==> src/rtl/parqueo_pkg.sv <==
// Shared definitions for the parking-gate arbiter and the access controller:
// one-hot FSM states, lane encodings and default lot/timeout constants.
package parqueo_pkg;

    localparam int unsigned CAPACIDAD_DEF       = 8;
    localparam int unsigned TIEMPO_APERTURA_DEF = 20;

    localparam logic [4:0] EST_LIBRE             = 5'b00001;
    localparam logic [4:0] EST_ABIERTA_ENTRADA   = 5'b00010;
    localparam logic [4:0] EST_ABIERTA_SALIDA    = 5'b00100;
    localparam logic [4:0] EST_ESPERA_LIBERACION = 5'b01000;
    localparam logic [4:0] EST_ALARMA_TIEMPO     = 5'b10000;

    typedef enum logic [4:0] {
        StLibre            = EST_LIBRE,
        StAbiertaEntrada   = EST_ABIERTA_ENTRADA,
        StAbiertaSalida    = EST_ABIERTA_SALIDA,
        StEsperaLiberacion = EST_ESPERA_LIBERACION,
        StAlarmaTiempo     = EST_ALARMA_TIEMPO
    } estado_t;

    localparam logic ENTRADA = 1'b0;
    localparam logic SALIDA  = 1'b1;

    typedef enum logic {
        CarrilEntrada = ENTRADA,
        CarrilSalida  = SALIDA
    } carril_t;

    function automatic logic es_abierta(estado_t estado);
        return (estado == StAbiertaEntrada) || (estado == StAbiertaSalida);
    endfunction

endpackage

==> src/rtl/arbitro_compuerta_parqueo_if.sv <==
// Gate-arbiter bus: lane requests and crossing sensor in, barrier command and
// lot status out. master = access controller side, slave = arbiter.
interface arbitro_compuerta_parqueo_if #(
    parameter int unsigned ANCHO_OCUPACION = 4
);
    logic                       solicitud_entrada;
    logic                       solicitud_salida;
    logic                       bloqueo_entrada;
    logic                       sensor_paso;
    logic                       abrir_compuerta;
    logic                       concesion_entrada;
    logic                       concesion_salida;
    logic                       parqueo_lleno;
    logic [ANCHO_OCUPACION-1:0] ocupacion;
    logic                       alarma_tiempo;

    modport master (
        output solicitud_entrada, solicitud_salida, bloqueo_entrada, sensor_paso,
        input  abrir_compuerta, concesion_entrada, concesion_salida, parqueo_lleno,
        input  ocupacion, alarma_tiempo
    );

    modport slave (
        input  solicitud_entrada, solicitud_salida, bloqueo_entrada, sensor_paso,
        output abrir_compuerta, concesion_entrada, concesion_salida, parqueo_lleno,
        output ocupacion, alarma_tiempo
    );
endinterface

==> src/rtl/contador_ocupacion.sv <==
// Saturating up/down occupancy counter: clamps at CAPACIDAD and at zero.
module contador_ocupacion #(
    parameter int unsigned CAPACIDAD       = 8,
    parameter int unsigned ANCHO_OCUPACION = 4
) (
    input  logic                       clock,
    input  logic                       reset,
    input  logic                       incrementar,
    input  logic                       decrementar,
    output logic [ANCHO_OCUPACION-1:0] ocupacion,
    output logic                       lleno,
    output logic                       vacio
);
    localparam logic [ANCHO_OCUPACION-1:0] MAXIMO = ANCHO_OCUPACION'(CAPACIDAD);

    logic [ANCHO_OCUPACION-1:0] cuenta_q, cuenta_d;

    always_comb begin
        cuenta_d = cuenta_q;
        if (incrementar && !decrementar && (cuenta_q < MAXIMO)) begin
            cuenta_d = cuenta_q + 1'b1;
        end else if (decrementar && !incrementar && (cuenta_q != '0)) begin
            cuenta_d = cuenta_q - 1'b1;
        end
    end

    always_ff @(posedge clock) begin
        if (!reset) begin
            cuenta_q <= '0;
        end else begin
            cuenta_q <= cuenta_d;
        end
    end

    assign ocupacion = cuenta_q;
    assign lleno     = (cuenta_q >= MAXIMO);
    assign vacio     = (cuenta_q == '0);

endmodule

==> src/rtl/arbitro_compuerta_parqueo.sv <==
// Arbitrates the single parking barrier between entry and exit lanes, tracks
// occupancy and raises an alarm when an opened gate is not crossed in time.
module arbitro_compuerta_parqueo
    import parqueo_pkg::*;
#(
    parameter int unsigned CAPACIDAD       = CAPACIDAD_DEF,
    parameter int unsigned ANCHO_OCUPACION = 4,
    parameter int unsigned TIEMPO_APERTURA = TIEMPO_APERTURA_DEF,
    parameter int unsigned ANCHO_TIEMPO    = 5
) (
    input logic                        clock,
    input logic                        reset,
    arbitro_compuerta_parqueo_if.slave bus
);
    localparam logic [ANCHO_TIEMPO-1:0] LIMITE = ANCHO_TIEMPO'(TIEMPO_APERTURA - 1);

    estado_t                  estado_q, estado_d;
    carril_t                  ultimo_q, ultimo_d;
    logic [ANCHO_TIEMPO-1:0]  tiempo_q, tiempo_d;
    logic                     sensor_previo_q;
    logic                     flanco_q, flanco_d;

    logic                       incrementar, decrementar;
    logic                       lleno, vacio;
    logic [ANCHO_OCUPACION-1:0] ocupacion;
    logic                       elegible_entrada, elegible_salida;
    logic                       solicitud_servida;

    assign elegible_entrada  = bus.solicitud_entrada && !bus.bloqueo_entrada && !lleno;
    assign elegible_salida   = bus.solicitud_salida && !vacio;
    assign solicitud_servida = (ultimo_q == CarrilEntrada) ? bus.solicitud_entrada
                                                           : bus.solicitud_salida;

    // Crossings only count while the gate is open; the registered edge adds one cycle.
    assign flanco_d = bus.sensor_paso && !sensor_previo_q && es_abierta(estado_q);

    always_comb begin
        estado_d    = estado_q;
        ultimo_d    = ultimo_q;
        tiempo_d    = tiempo_q;
        incrementar = 1'b0;
        decrementar = 1'b0;
        unique case (estado_q)
            StLibre: begin
                if (elegible_entrada && (!elegible_salida || ultimo_q == CarrilSalida)) begin
                    estado_d = StAbiertaEntrada;
                    ultimo_d = CarrilEntrada;
                    tiempo_d = '0;
                end else if (elegible_salida) begin
                    estado_d = StAbiertaSalida;
                    ultimo_d = CarrilSalida;
                    tiempo_d = '0;
                end
            end
            StAbiertaEntrada, StAbiertaSalida: begin
                // A crossing beats a timeout landing on the same edge.
                if (flanco_q) begin
                    incrementar = (estado_q == StAbiertaEntrada);
                    decrementar = (estado_q == StAbiertaSalida);
                    estado_d    = StEsperaLiberacion;
                end else if (tiempo_q == LIMITE) begin
                    estado_d = StAlarmaTiempo;
                end else begin
                    tiempo_d = tiempo_q + 1'b1;
                end
            end
            StEsperaLiberacion, StAlarmaTiempo: begin
                if (!solicitud_servida) begin
                    estado_d = StLibre;
                end
            end
            default: estado_d = StLibre;
        endcase
    end

    always_ff @(posedge clock) begin
        if (!reset) begin
            estado_q        <= StLibre;
            ultimo_q        <= CarrilSalida;
            tiempo_q        <= '0;
            sensor_previo_q <= 1'b0;
            flanco_q        <= 1'b0;
        end else begin
            estado_q        <= estado_d;
            ultimo_q        <= ultimo_d;
            tiempo_q        <= tiempo_d;
            sensor_previo_q <= bus.sensor_paso;
            flanco_q        <= flanco_d;
        end
    end

    contador_ocupacion #(
        .CAPACIDAD       (CAPACIDAD),
        .ANCHO_OCUPACION (ANCHO_OCUPACION)
    ) u_contador (
        .clock       (clock),
        .reset       (reset),
        .incrementar (incrementar),
        .decrementar (decrementar),
        .ocupacion   (ocupacion),
        .lleno       (lleno),
        .vacio       (vacio)
    );

    assign bus.abrir_compuerta   = es_abierta(estado_q);
    assign bus.concesion_entrada = (estado_q == StAbiertaEntrada);
    assign bus.concesion_salida  = (estado_q == StAbiertaSalida);
    assign bus.alarma_tiempo     = (estado_q == StAlarmaTiempo);
    assign bus.parqueo_lleno     = lleno;
    assign bus.ocupacion         = ocupacion;

endmodule

==> src/flat_wrapper.sv <==
// flat-port wrapper written by rule: the top's interface ports become plain ports
module arbitro_compuerta_parqueo_flat import parqueo_pkg::*;
#(
    parameter int unsigned CAPACIDAD       = CAPACIDAD_DEF,
    parameter int unsigned ANCHO_OCUPACION = 4,
    parameter int unsigned TIEMPO_APERTURA = TIEMPO_APERTURA_DEF,
    parameter int unsigned ANCHO_TIEMPO    = 5
)
  (clock, reset, bus_solicitud_entrada, bus_solicitud_salida, bus_bloqueo_entrada, bus_sensor_paso, bus_abrir_compuerta, bus_concesion_entrada, bus_concesion_salida, bus_parqueo_lleno, bus_ocupacion, bus_alarma_tiempo);
  arbitro_compuerta_parqueo_if #(.ANCHO_OCUPACION(ANCHO_OCUPACION)) bus_i ();
  input logic clock;
  input logic reset;
  input wire logic [$bits(bus_i.solicitud_entrada)-1:0] bus_solicitud_entrada;
  input wire logic [$bits(bus_i.solicitud_salida)-1:0] bus_solicitud_salida;
  input wire logic [$bits(bus_i.bloqueo_entrada)-1:0] bus_bloqueo_entrada;
  input wire logic [$bits(bus_i.sensor_paso)-1:0] bus_sensor_paso;
  output wire logic [$bits(bus_i.abrir_compuerta)-1:0] bus_abrir_compuerta;
  output wire logic [$bits(bus_i.concesion_entrada)-1:0] bus_concesion_entrada;
  output wire logic [$bits(bus_i.concesion_salida)-1:0] bus_concesion_salida;
  output wire logic [$bits(bus_i.parqueo_lleno)-1:0] bus_parqueo_lleno;
  output wire logic [$bits(bus_i.ocupacion)-1:0] bus_ocupacion;
  output wire logic [$bits(bus_i.alarma_tiempo)-1:0] bus_alarma_tiempo;
  assign bus_i.solicitud_entrada = bus_solicitud_entrada;
  assign bus_i.solicitud_salida = bus_solicitud_salida;
  assign bus_i.bloqueo_entrada = bus_bloqueo_entrada;
  assign bus_i.sensor_paso = bus_sensor_paso;
  assign bus_abrir_compuerta = bus_i.abrir_compuerta;
  assign bus_concesion_entrada = bus_i.concesion_entrada;
  assign bus_concesion_salida = bus_i.concesion_salida;
  assign bus_parqueo_lleno = bus_i.parqueo_lleno;
  assign bus_ocupacion = bus_i.ocupacion;
  assign bus_alarma_tiempo = bus_i.alarma_tiempo;
  arbitro_compuerta_parqueo #(.CAPACIDAD(CAPACIDAD), .ANCHO_OCUPACION(ANCHO_OCUPACION), .TIEMPO_APERTURA(TIEMPO_APERTURA), .ANCHO_TIEMPO(ANCHO_TIEMPO)) u_core (.clock(clock), .reset(reset), .bus(bus_i));
endmodule
==> config.mk <==
export PLATFORM = sky130hd
export DESIGN_NAME = arbitro_compuerta_parqueo_flat
export DESIGN_NICKNAME = d
export VERILOG_FILES = /design/src/rtl/parqueo_pkg.sv /design/src/rtl/arbitro_compuerta_parqueo_if.sv /design/src/rtl/contador_ocupacion.sv /design/src/rtl/arbitro_compuerta_parqueo.sv /design/src/flat_wrapper.sv
export SDC_FILE = /design/constraint.sdc
export NUM_CORES = 1
export LEC_CHECK = 0
export ABC_CLOCK_PERIOD_IN_PS = 2020
export BUFFER_PORTS_ARGS = -buffer_cell sky130_fd_sc_hd__buf_2
export CAP_MARGIN = 40
export CELL_PAD_IN_SITES_DETAIL_PLACEMENT = 1
export CELL_PAD_IN_SITES_GLOBAL_PLACEMENT = 1
export CORE_MARGIN = 2
export CORE_UTILIZATION = 38
export CTS_CLUSTER_DIAMETER = 80
export DETAILED_ROUTE_END_ITERATION = 16
export PLACE_DENSITY = 0.7
export SYNTH_ARGS = -nofsm -noshare
export SYNTH_HDL_FRONTEND = slang
export SYNTH_SLANG_ARGS = --single-unit
==> constraint.sdc <==
create_clock -name clock -period 2.02 [get_ports clock]
set_clock_uncertainty 0.1 [all_clocks]
set_input_delay 0.202 -clock clock [delete_from_list [all_inputs] [get_ports clock]]
set_output_delay 0.202 -clock clock [all_outputs]
set_load 0.1 [all_outputs]
Word-level counts from Yosys, hierarchy flattened:

Index checks and enable logic that the tools add are counted.

* register bits: 17
* input port bits: 6
* output and inout bits: 9
* logic and storage cells: 71

* add/sub/neg operators: 3
* $lt $le $gt $ge: 2
* eq/ne operators: 11
* mux-type cells: 20
* reductions and logical operators: 29

Operator list (number)
* 2-to-1 mux 5 bit: 9
* one-hot mux 5 bit (3 select lines): 1
* equality test 5 bit, second input constant: 2
* logical AND 1 bit: 10
* one-hot mux 5 bit (2 select lines): 1
* 2-to-1 mux 4 bit: 2
* logical NOT 1 bit: 7
* 2-to-1 mux 1 bit: 7
* inequality test 2 bit, second input constant: 3
* inequality test 3 x 1 -> 1 bit, second input constant: 2
* nonzero test 2 bit: 3
* adder 5 x 1 -> 5 bit, second input constant: 1
* equality test 5 x 1 -> 1 bit, second input constant: 1
* equality test 5 x 2 -> 1 bit, second input constant: 1
* equality test 5 x 3 -> 1 bit, second input constant: 1
* equality test 5 x 4 -> 1 bit, second input constant: 1
* adder 4 x 1 -> 4 bit, second input constant: 1
* >= comparator 4 bit, second input constant: 1
* logical NOT 4 bit: 1
* < comparator 4 bit, second input constant: 1
* AND reduction 4 bit: 1
* nonzero test 4 bit: 1
* OR reduction 2 bit: 2
* subtractor 4 x 1 -> 4 bit, second input constant: 1
* other kinds (3): 4

Logic depth before layout (Yosys ltp):

* depth after elaboration: 8
* depth in mapped cells: 9
* depth with buffers taken out: 8

Cells and area by module:

From an unflattened synthesis, not the netlist that was laid out.

* cell total of the unflattened synthesis: 121
* area total of the unflattened synthesis: 1107.3 sq um

Modules (own cells, without submodules)
* arbitro_compuerta_parqueo: instances 1, cells each 88, area an instance 792.0 sq um
* contador_ocupacion: instances 1, cells each 33, area an instance 315.3 sq um

Worst setup path before layout:

No wires, ideal clock.

* path kind: register to output
* start: register u_core.estado_q[0]
* end: output port bus_alarma_tiempo
* data arrival time: 2.975 ns
* data required time: 1.718 ns
* setup slack: -1.257 ns
* stages on the path, launching flop included: 3
* cells stage by stage: dfxtp_1 -> or3_1 -> nor3b_1

* cells in the longest elaborated chain, start to end: 1

RTL lines
* start, declared: line arbitro_compuerta_parqueo.sv:17 `estado_t estado_q, estado_d;`
* start signal, assigned: line arbitro_compuerta_parqueo.sv:78 `estado_q <= StLibre;`
* start signal, assigned: line arbitro_compuerta_parqueo.sv:84 `estado_q <= estado_d;`
* equality test 5 bit: line arbitro_compuerta_parqueo.sv:108 `assign bus.alarma_tiempo = (estado_q == StAlarmaTiempo);`
* end, declared: line flat_wrapper.sv:22 `output wire logic [$bits(bus_i.alarma_tiempo)-1:0] bus_alarma_tiempo;`

Every way passes these cells.

Final worst setup path:

* start: register u_core.estado_q[3]
* end: register u_core.u_contador.cuenta_q[3], in the netlist u_core.u_contador.ocupacion[3]

* cells in the longest elaborated chain, start to end: 7
* elaborated cells between the ends (all ways): 15

RTL lines
* equality test 5 x 3 -> 1 bit or equality test 5 x 2 -> 1 bit (tied branches): line arbitro_compuerta_parqueo.sv:43, arbitro_compuerta_parqueo.sv:59, arbitro_compuerta_parqueo.sv:58
* 2-to-1 mux 1 bit or OR reduction 2 bit (tied branches): line arbitro_compuerta_parqueo.sv:57, arbitro_compuerta_parqueo.sv:43
* 2-to-1 mux 1 bit: line arbitro_compuerta_parqueo.sv:43 `unique case (estado_q)`
* logical NOT 1 bit (on tied branches): line contador_ocupacion.sv:20, contador_ocupacion.sv:22
* logical AND 1 bit (on tied branches) (2 in a row): line contador_ocupacion.sv:20, contador_ocupacion.sv:22
* 2-to-1 mux 4 bit or nonzero test 2 bit (tied branches)
* end signal, assigned: line contador_ocupacion.sv:31 `cuenta_q <= cuenta_d;`
* end, declared: line contador_ocupacion.sv:16 `logic [ANCHO_OCUPACION-1:0] cuenta_q, cuenta_d;`

Parallel ways exist; a longest one is shown, timed or not.
A chain may end at the register's enable or synchronous reset.

==> flow_summary.toml <==
[status]
status = "finished with violations"
failed_checks = "negative setup slack"

[layout]
fin_nets = 156
finalCoreUtilization_pct = 53.0
drive_gt1_share_pct = 40.7
instances_no_fill = 176
syn_to_final_growth_pct = 35.5
final_cell_mix = "12 x buf_4, 11 x nand2_1, 10 x buf_2, 10 x dfxtp_1, 8 x nand3_1"
fillers = 301
antennaDiodeCount = 0
final_common_cell = "buf_4"

[clock_tree]
cts_root_buffer = "clkbuf_4"
cts_buffers = 3
clkTransAtPathRegs_ps = 100
cts_sinks = 17
cts_tree = "built"
hold_buffers = 0
clk_path_buf_depth = 2
clock_latency_ps = 300
cts_max_level = 1
postCtsSetupBuffers = 0

[worst_setup_path]
crit_path_max_incr_delay_ps = 380
startpoint = "u_core.estado_q[3]"
rr_startpoint = "u_core.estado_q[3]"
cp_top_family = "simple AND/OR/NAND/NOR gates"
cp.depth = 8
cp-end-kind = "register"
path_buf_inv = 0
ff2ff_setup_slack_ps = -40
worstSetupStartpointType = "register"
cp_slowest_cell = "or3_4"
crit_end = "u_core.u_contador.ocupacion[3]"
rr_worst_depth = 8
critical_path_class = "register to register"
required_ps = 2110
reg2reg_to = "u_core.u_contador.ocupacion[3]"
crit_fanout = 4
crit_path_cell_trace = "nor3_4 > nand2_2 > or3_4 > ha_1 > a21o_1 > a21oi_2 > a22o_1 > o221ai_1"
arrival_ps = 2140

[synthesis]
synth-edff-count = 0
ys_ff_latch = 17
ys.flop_type = "dfxtp_1"
synthArstFlopShare_pct = 0
synth_top_cell_by_area = "dfxtp_1"
ys_types = 43
syn-instance-count = 118
synth_area_mm2 = 0.00105
ys_top_cells_by_area = "dfxtp_1 32%, nand2_1 4.3%, nand3_1 3.8%"
syn_nets = 128
synth_seq_area_share_pct = 32.4
synth_top_area_share_pct = 32.4
synth_area_per_cell_um2 = 8.90
ys_warn_count = 0

[floorplanning]
dieWidth_um = 56.6
die_area_mm2 = 0.00320
initial_core_util_pct = 39.1
coreArea_mm2 = 0.00269
num_rows = 19
io_pins = 15
die_y_um = 56.6

[run]
cap_viol_max_count = 0

[sta]
max_freq_ghz = 0.487
rsz0062_at_grt = "yes"
post-route-period-util_pct = 102
setup_ws_ps = -35.4
setup_viol = 3
slew_headroom_pct = 67.3
whs_ps = 17.2
final.min_clock_period_ps = 2060
worst_slew_pin_slew_ps = 493
hold_violations = 0
finalSetupTns_ps = -68.1
drv_slew = 0

[detailed_routing]
wl_per_cell_um = 16.8
vias = 1034
via_per_inst = 5.88
drt_iter0_markers = 13
ant_nets = 0
dr.pass1.iters = 4
drc_errors = 0
drt_wl_total_um = 2950

[placement]
port_buffers = 14
dpl_worst_slack_ps = -174
post-dp-hpwl_um = 2350
dp_cells = 172
gp_congestion = 0.760

[power_and_ir_drop]
p_leak_nw = 0.513
pwr_density_cell_mw_per_mm2 = 844
ir_worst_vdd_v = 0.000439

[grt]
grt_pass1_vias = 1094
grt_usage_pct = 20.7
grt_pass1_wl_um = 5150
grt_start_max_net_pins = 14
grt-ovfl-total = 0
antenna_found_initial = 0

[hold_path]
hold_path.class = "input pin to register"
==> repair_timing <==
item,4_1_cts,5_1_grt
gates resized for setup,12,8
setup endpoints to repair,5,7
pin swaps,6,4
==> flip-flops by register name (all words and copies together) (netlist names) <==
signal	count
u_core.tiempo_q	5
u_core.sensor_previo_q	1
u_core.ultimo_q	1
u_core.estado_q	5
u_core.u_contador.ocupacion	4
u_core.flanco_q	1
==> synth_stat cells, types with 3 or more instances <==
library cell / n
a211oi_1: 3
a21oi_1: 7
clkbuf_1: 4
dfxtp_1: 17
ha_1: 3
nand2_1: 12
nand2b_1: 3
nand3_1: 8
nor2_1: 4
nor3_1: 3
nor3b_1: 3
o21ai_0: 6
o22ai_1: 3
or3_1: 5
==> worst reg2reg max path: stages (launching register included) <==
cell	delay (ps)
dfxtp_2	350
nor3_4	200
nand2_2	90
or3_4	380
ha_1	280
a21o_1	180
a21oi_2	130
a22o_1	150
o221ai_1	90
==> how the worst min path moves through the flow <==
stage,from,end,cells past startpoint,slack (ps)
6_report,bus_sensor_paso,u_core.sensor_previo_q,2,20
2_1_floorplan,bus_sensor_paso,u_core.sensor_previo_q,1,240
3_3_place_gp,u_core.sensor_previo_q,u_core.flanco_q,1,280
4_1_cts,bus_sensor_paso,u_core.sensor_previo_q,2,10
5_1_grt,bus_sensor_paso,u_core.sensor_previo_q,2,20
3_5_place_dp,u_core.sensor_previo_q,u_core.flanco_q,1,300
==> where the power goes <==
group	internal, mW	switching [mW]	total, mW
registers	0.369	0.0322	0.401
clock network	0.0739	0.118	0.192
logic	0.260	0.348	0.608
==> metrics by stage <==
step	power, mW	cell area [µm²]
after detailed placement	0.941	1310
after global placement	0.927	1310
final	1.20	1420
after CTS	1.17	1390
after floorplan	0.772	1060
after global routing	1.27	1420
==> logic make-up after synthesis <==
| logic type | count (synthesis) | synth area share (%) |
|---|---|---|
| AND/OR/NAND/NOR | 51 | 30.6 |
| multiplexers | 2 | 1.91 |
| flip-flops | 17 | 32.4 |
| adder cells (fa/ha/maj) | 4 | 5.48 |
| AO/OA/AOI/OAI | 33 | 22.1 |
| buffers and inverters | 8 | 4.29 |
| XOR/XNOR | 3 | 3.22 |
==> layout make-up <==
cell class	count	area [µm²]	share of cell area (%)
inverters	2	7.51	0.528
clock inverters	1	5.00	0.352
clock buffers	3	22.5	1.58
flip-flops and latches	17	352	24.7
multi-input cells	93	743	52.2
well taps	31	38.8	2.73
repair buffers	29	254	17.9
==> layer usage <==
layer / global-route usage [%] / up-vias / part of all wire, %
li1: - / 509 / -
met4: 7.14 / 0 / 0.85
met2: 36.4 / 12 / 50
met1: 25.8 / 511 / 47
met5: 0 / - / 0
met3: 2.76 / 2 / 2.1
No activity file was read; power rests on OpenSTA's default activity.
